`src/rtl/maze_solver_ctrl.sv`:
```
// Depth-first maze search over an external 16x16 one-bit memory (1 = wall/visited),
// followed by a valid/ready replay of the move list held on the internal direction stack.
module maze_solver_ctrl #(
    parameter int START_X = 0,
    parameter int START_Y = 0,
    parameter int GOAL_X  = 15,
    parameter int GOAL_Y  = 15
) (
    input  logic       clk,
    input  logic       rst,
    input  logic       start,
    output logic       mem_rd,
    output logic       mem_wr,
    output logic [3:0] mem_x,
    output logic [3:0] mem_y,
    output logic       mem_din,
    input  logic       mem_dout,
    output logic       busy,
    output logic       done,
    output logic       fail,
    output logic [8:0] path_len,
    output logic       move_valid,
    output logic [1:0] move_dir,
    input  logic       move_ready
);
    localparam logic [3:0] SX = 4'(START_X);
    localparam logic [3:0] SY = 4'(START_Y);
    localparam logic [3:0] GX = 4'(GOAL_X);
    localparam logic [3:0] GY = 4'(GOAL_Y);

    typedef enum logic [3:0] {
        S_IDLE, S_MARK, S_TRY, S_READ, S_EVAL, S_BACKTRACK, S_REPLAY, S_DONE, S_FAIL
    } state_t;

    state_t     state;
    logic [3:0] pos_x, pos_y;
    logic [8:0] sp, r;
    logic [2:0] dir_try;
    logic [1:0] stack [0:255];

    logic [4:0] cand_x, cand_y;
    logic       cand_oob;
    logic [8:0] sp_m1, r_p1;
    logic [1:0] pop_d;
    logic [3:0] back_x, back_y;
    logic       push;

    // Candidate neighbour in 5 bits so that stepping off either edge sets bit 4.
    always_comb begin
        cand_x = {1'b0, pos_x};
        cand_y = {1'b0, pos_y};
        case (dir_try[1:0])
            2'd0:    cand_x = {1'b0, pos_x} + 5'd1;
            2'd1:    cand_y = {1'b0, pos_y} + 5'd1;
            2'd2:    cand_x = {1'b0, pos_x} - 5'd1;
            default: cand_y = {1'b0, pos_y} - 5'd1;
        endcase
        cand_oob = cand_x[4] | cand_y[4];
    end

    assign sp_m1 = sp - 9'd1;
    assign r_p1  = r + 9'd1;
    assign pop_d = stack[sp_m1[7:0]];
    assign push  = (state == S_EVAL) && !mem_dout;

    // Backtracking undoes the popped move, so it always lands on an in-range cell.
    always_comb begin
        back_x = pos_x;
        back_y = pos_y;
        case (pop_d)
            2'd0:    back_x = pos_x - 4'd1;
            2'd1:    back_y = pos_y - 4'd1;
            2'd2:    back_x = pos_x + 4'd1;
            default: back_y = pos_y + 4'd1;
        endcase
    end

    always_ff @(posedge clk) begin
        if (rst && push) stack[sp[7:0]] <= dir_try[1:0];
    end

    always_ff @(posedge clk) begin
        if (!rst) begin
            state      <= S_IDLE;
            pos_x      <= SX;
            pos_y      <= SY;
            sp         <= '0;
            r          <= '0;
            dir_try    <= '0;
            mem_rd     <= 1'b0;
            mem_wr     <= 1'b0;
            mem_x      <= '0;
            mem_y      <= '0;
            mem_din    <= 1'b0;
            busy       <= 1'b0;
            done       <= 1'b0;
            fail       <= 1'b0;
            path_len   <= '0;
            move_valid <= 1'b0;
            move_dir   <= '0;
        end else begin
            mem_rd  <= 1'b0;
            mem_wr  <= 1'b0;
            mem_din <= 1'b0;
            case (state)
                S_IDLE, S_DONE, S_FAIL: begin
                    if (start) begin
                        pos_x    <= SX;
                        pos_y    <= SY;
                        sp       <= '0;
                        busy     <= 1'b1;
                        done     <= 1'b0;
                        fail     <= 1'b0;
                        path_len <= '0;
                        mem_wr   <= 1'b1;
                        mem_din  <= 1'b1;
                        mem_x    <= SX;
                        mem_y    <= SY;
                        state    <= S_MARK;
                    end
                end
                S_MARK: begin
                    if (pos_x == GX && pos_y == GY) begin
                        r        <= '0;
                        path_len <= sp;
                        state    <= S_REPLAY;
                    end else begin
                        dir_try <= '0;
                        state   <= S_TRY;
                    end
                end
                S_TRY: begin
                    if (dir_try[2]) begin
                        state <= S_BACKTRACK;
                    end else if (cand_oob) begin
                        dir_try <= dir_try + 3'd1;
                    end else begin
                        mem_rd <= 1'b1;
                        mem_x  <= cand_x[3:0];
                        mem_y  <= cand_y[3:0];
                        state  <= S_READ;
                    end
                end
                S_READ: state <= S_EVAL;
                S_EVAL: begin
                    if (!mem_dout) begin
                        sp      <= sp + 9'd1;
                        pos_x   <= cand_x[3:0];
                        pos_y   <= cand_y[3:0];
                        mem_wr  <= 1'b1;
                        mem_din <= 1'b1;
                        mem_x   <= cand_x[3:0];
                        mem_y   <= cand_y[3:0];
                        state   <= S_MARK;
                    end else begin
                        dir_try <= dir_try + 3'd1;
                        state   <= S_TRY;
                    end
                end
                S_BACKTRACK: begin
                    if (sp == 9'd0) begin
                        fail  <= 1'b1;
                        busy  <= 1'b0;
                        state <= S_FAIL;
                    end else begin
                        sp      <= sp_m1;
                        pos_x   <= back_x;
                        pos_y   <= back_y;
                        dir_try <= {1'b0, pop_d} + 3'd1;
                        state   <= S_TRY;
                    end
                end
                // Stream: an element moves when move_valid && move_ready at a clock edge;
                // move_dir is held while the consumer stalls.
                S_REPLAY: begin
                    if (!move_valid) begin
                        if (r == sp) begin
                            done  <= 1'b1;
                            busy  <= 1'b0;
                            state <= S_DONE;
                        end else begin
                            move_valid <= 1'b1;
                            move_dir   <= stack[r[7:0]];
                        end
                    end else if (move_ready) begin
                        r <= r_p1;
                        if (r_p1 == sp) begin
                            move_valid <= 1'b0;
                            done       <= 1'b1;
                            busy       <= 1'b0;
                            state      <= S_DONE;
                        end else begin
                            move_dir <= stack[r_p1[7:0]];
                        end
                    end
                end
                default: state <= S_IDLE;
            endcase
        end
    end
endmodule

```
`config.mk`:
```
export PLATFORM = sky130hd
export DESIGN_NAME = maze_solver_ctrl
export DESIGN_NICKNAME = d
export VERILOG_FILES = /design/src/rtl/maze_solver_ctrl.sv
export SDC_FILE = /design/constraint.sdc
export NUM_CORES = 1
export LEC_CHECK = 0
export ABC_CLOCK_PERIOD_IN_PS = 7300
export CELL_PAD_IN_SITES_DETAIL_PLACEMENT = 0
export CELL_PAD_IN_SITES_GLOBAL_PLACEMENT = 1
export CORE_ASPECT_RATIO = 0.5
export CORE_MARGIN = 5
export CORE_UTILIZATION = 55
export DETAILED_ROUTE_END_ITERATION = 8
export HOLD_SLACK_MARGIN = 0.15
export PLACE_DENSITY = 0.78
export SLEW_MARGIN = 20
export SYNTH_ARGS = -nofsm -noshare
export SYNTH_HDL_FRONTEND = slang
export SYNTH_SLANG_ARGS = --single-unit
```
`constraint.sdc`:
```
create_clock -name clk -period 7.3 [get_ports clk]
set_clock_uncertainty 0.2 [all_clocks]
set_input_delay 1.095 -clock clk [delete_from_list [all_inputs] [get_ports clk]]
set_output_delay 1.095 -clock clk [all_outputs]
set_load 0.05 [all_outputs]
```
==> flow_summary.json <==
{
  "status": "finished, final reports clean",
  "cts_buffers": 53,
  "cts_max_path_buffers": 3,
  "cellLeakagePower_nw": 10.7,
  "core-area_sq_um": 59400,
  "reg2reg_depth": 14,
  "synth.most_common_cell": "edfxtp_1",
  "crit_type": "flip-flop to flip-flop",
  "drtIter0Drc": 3722,
  "ys_types": 79,
  "htree_levels": 2,
  "nFillCells": 4518,
  "ys.warnings.count": 0,
  "final_area_sq_um": 35900,
  "rows": 63,
  "ant_nets": 0,
  "crit_path_max_incr_delay_ns": 0.97,
  "rsz0062_at_grt": "false",
  "wire_per_inst_um": 34.3,
  "internal_power_mw": 5.59,
  "grt.busiest_layer": "met2",
  "pre_cts_slack_ns": 1.24,
  "use_met2": 0.462,
  "dp.cells": 2938,
  "syn_nets": 2265,
  "cp_max_fo": 38,
  "slew_viol_final": 0,
  "fin_ws_ns": 0.933,
  "grt.total_usage": 0.319,
  "synth.avg_cell_area_sq_um": 14.8,
  "grt_util_met1": 0.460,
  "cts_hold_buf": 0,
  "critical_path_required_ns": 7.64,
  "cp-start-kind": "flip-flop",
  "hold_viol": 0,
  "clk_pin_slew_worst_paths_ns": 0.08,
  "fin_setup_tns_ns": 0,
  "post-cts-setup-buffer-count": 0,
  "final_cells": 3033,
  "cts_root_buf": "clkbuf_16",
  "max_freq_mhz": 157,
  "crit_top_cell": "a21oi_1",
  "comb_power_share": 0.122,
  "cts_resized": 0,
  "critical_path_depth": 14,
  "period_needed_ns": 6.37,
  "critical-path-slowest-cell": "o31ai_1",
  "reg2reg_slack_ns": 0.93,
  "fp.dieH_um": 184,
  "grt-ovfl-total": 0,
  "netlist_area_sq_um": 33200,
  "grt_antenna_before_repair": 1,
  "routed_via_density": 7.53,
  "timing.final.crit_share": 0.872,
  "hold_class": "flip-flop to flip-flop",
  "antenna_cells": 0,
  "vdd_ir_drop_max_mv": 0.187,
  "p_seq_frac": 0.511,
  "fin_nets": 2208,
  "ys_seq_elements": 578,
  "critPathCapture": "pos_y[1]",
  "power_switching_mw": 2.07,
  "rr_startpoint": "sp[0]",
  "setup_viol": 0,
  "wirelength_mm": 104,
  "drive_above_1_share": 0.278,
  "place_congestion": 0.968,
  "synth.top_cells.by_count": "edfxtp_1, mux4_2, nor2_1",
  "drc": 0,
  "initial_core_util": 0.558,
  "path_cells": "buf_4 -> nor2_1 -> a211oi_1 -> or2_1 -> nand3_1 -> o2111ai_1 -> o22ai_1 -> o31ai_1 -> nor3_1 -> xnor2_1 -> ha_1 -> a21oi_1 -> or4_1 -> a21oi_1",
  "synth_async_sr_flop_share": 0,
  "arrival_ns": 6.71,
  "hpwl_mm": 67.4,
  "clock-sinks": 578,
  "first_pass_iters": 6,
  "dpl-instance-area_sq_um": 34200,
  "clock_latency_ns": 0.62,
  "critPathBufInv": 1,
  "synth_top_area_frac": 0.464,
  "grt_pass1_vias": 21900,
  "pin_count": 31,
  "die_w_um": 357,
  "area_growth_syn_to_layout_pct": 8.15,
  "synth_ff_type": "edfxtp_1",
  "seq_area_frac_synth": 0.504,
  "grt_max_degree": 103,
  "die_area_sq_um": 65600,
  "tightest_slew_ns": 1.12,
  "powerDensity_nw_per_um2": 213,
  "cts_tree": "yes",
  "slew-limit-headroom": 0.249,
  "netlist_top_cells_area": "edfxtp_1, mux4_2, dfxtp_1",
  "io_buffers": 30,
  "grt_pass1_wl_mm": 152,
  "drv_cap": 0,
  "yosysTopAreaCell": "edfxtp_1",
  "dr_total_vias": 22800,
  "sw_frac_of_total": 0.270,
  "syn-instance-count": 2239,
  "worstSetupStartpoint": "sp[0]",
  "endpoint_kind": "flip-flop",
  "use_met3": 0.128,
  "clkPwrFrac": 0.367,
  "synth_edf_count": 512,
  "r2r_end": "pos_y[1]",
  "cp_top_family": "compound AO/OA/AOI/OAI gates"
}
==> cell type report <==
cell class,count,area (sq um),area share
clock buffers,64,1370,0.0381
multi-input cells,1444,15600,0.435
flip-flops and latches,578,16700,0.466
clock inverters,30,290,0.00810
inverters,22,82.6,0.00230
repair buffers,83,768,0.0214
well taps,812,1020,0.0283
==> how the worst min path moves through the flow <==
stage               startpoint  endpoint  slack (ns)  cells past startpoint
detailed placement    mem_x[0]  mem_x[0]        0.24                      2
global placement      mem_y[0]  mem_y[0]        0.24                      2
CTS                   mem_x[0]  mem_x[0]        0.25                      2
global route          mem_x[3]  mem_x[3]        0.26                      2
finish                mem_y[3]  mem_y[3]        0.25                      2
floorplan                 r[8]      r[8]        0.27                      2
==> worst register-to-register path, cell delays in order (launching register included) <==
cell	delay, ns
dfxtp_4	0.65
buf_4	0.70
nor2_1	0.19
a211oi_1	0.52
or2_1	0.88
nand3_1	0.34
o2111ai_1	0.35
o22ai_1	0.20
o31ai_1	0.97
nor3_1	0.19
xnor2_1	0.19
ha_1	0.27
a21oi_1	0.06
or4_1	0.43
a21oi_1	0.16
==> sequential cells by signal, indices dropped and copies added (netlist names), named ones only <==
| signal | flops |
|---|---|
| mem_y | 4 |
| mem_rd | 1 |
| path_len | 9 |
| r | 9 |
| stack | 512 |
| fail | 1 |
| state | 4 |
| busy | 1 |
| done | 1 |
| mem_din | 1 |
| mem_x | 4 |
| sp | 9 |
| dir_try | 3 |
| pos_y | 4 |
| move_dir | 2 |
| pos_x | 4 |
| move_valid | 1 |
==> power by group through the flow <==
stage / Clock (mW) / Sequential, mW / Combinational (mW)
after floorplan: 0 / 4.08 / 0.522
after global placement: 0 / 3.98 / 0.908
after detailed placement: 0 / 3.98 / 0.911
after CTS: 2.81 / 3.91 / 0.917
after global routing: 2.95 / 3.92 / 1.00
final: 2.81 / 3.91 / 0.934
==> cells in the final DEF (no fill, tap or decap), drive strengths merged, types with 4 or more instances in the layout <==
cell type and n:
a32oi 9, a21o 8, ha 18, a221oi 6
nand2 212, nor4 8, mux2i 32, o211ai 5
nand3 62, and3 6, clkbuf 64, nand4 13
o21a 4, edfxtp 512, nor2 324, a32o 7
clkinv 19, a31oi 14, xor2 16, o21ai 31
nor3 18, or3 14, mux4 454, nand2b 7
dfxtp 66, clkdlybuf4s50 30, xnor2 22, bufinv 5
o22ai 9, inv 24, a21oi 73, nor2b 6
and2 6, buf 53, clkinvlp 4, nor3b 5
==> metal layers <==
metal | wire (um) | vias up
li1 | - | 8924
met1 | 38800 | 11700
met2 | 44700 | 2023
met3 | 17300 | 217
met4 | 3070 | 0
met5 | 0 | -
==> metrics by stage <==
| step | hold slack (ns) | utilization | total power, mW |
|---|---|---|---|
| after global routing | 0.260 | 0.603 | 7.88 |
| after CTS | 0.251 | 0.603 | 7.64 |
| after detailed placement | 0.244 | 0.575 | 4.89 |
| final | 0.249 | 0.603 | 7.65 |
| after global placement | 0.238 | 0.575 | 4.89 |
| after floorplan | 0.274 | - | 4.60 |
==> cells by family (layout without fill, tap and decap cells) <==
logic type | after synthesis | in the layout | synth area share
compound gates | 201 | 201 | 0.0407
xor+xnor | 38 | 38 | 0.0100
fa+ha+maj | 21 | 21 | 0.00860
buf+inv | 217 | 199 | 0.0289
flops | 578 | 578 | 0.504
mux | 487 | 487 | 0.319
simple gates | 697 | 697 | 0.0895
No activity file was read; power rests on OpenSTA's default activity.
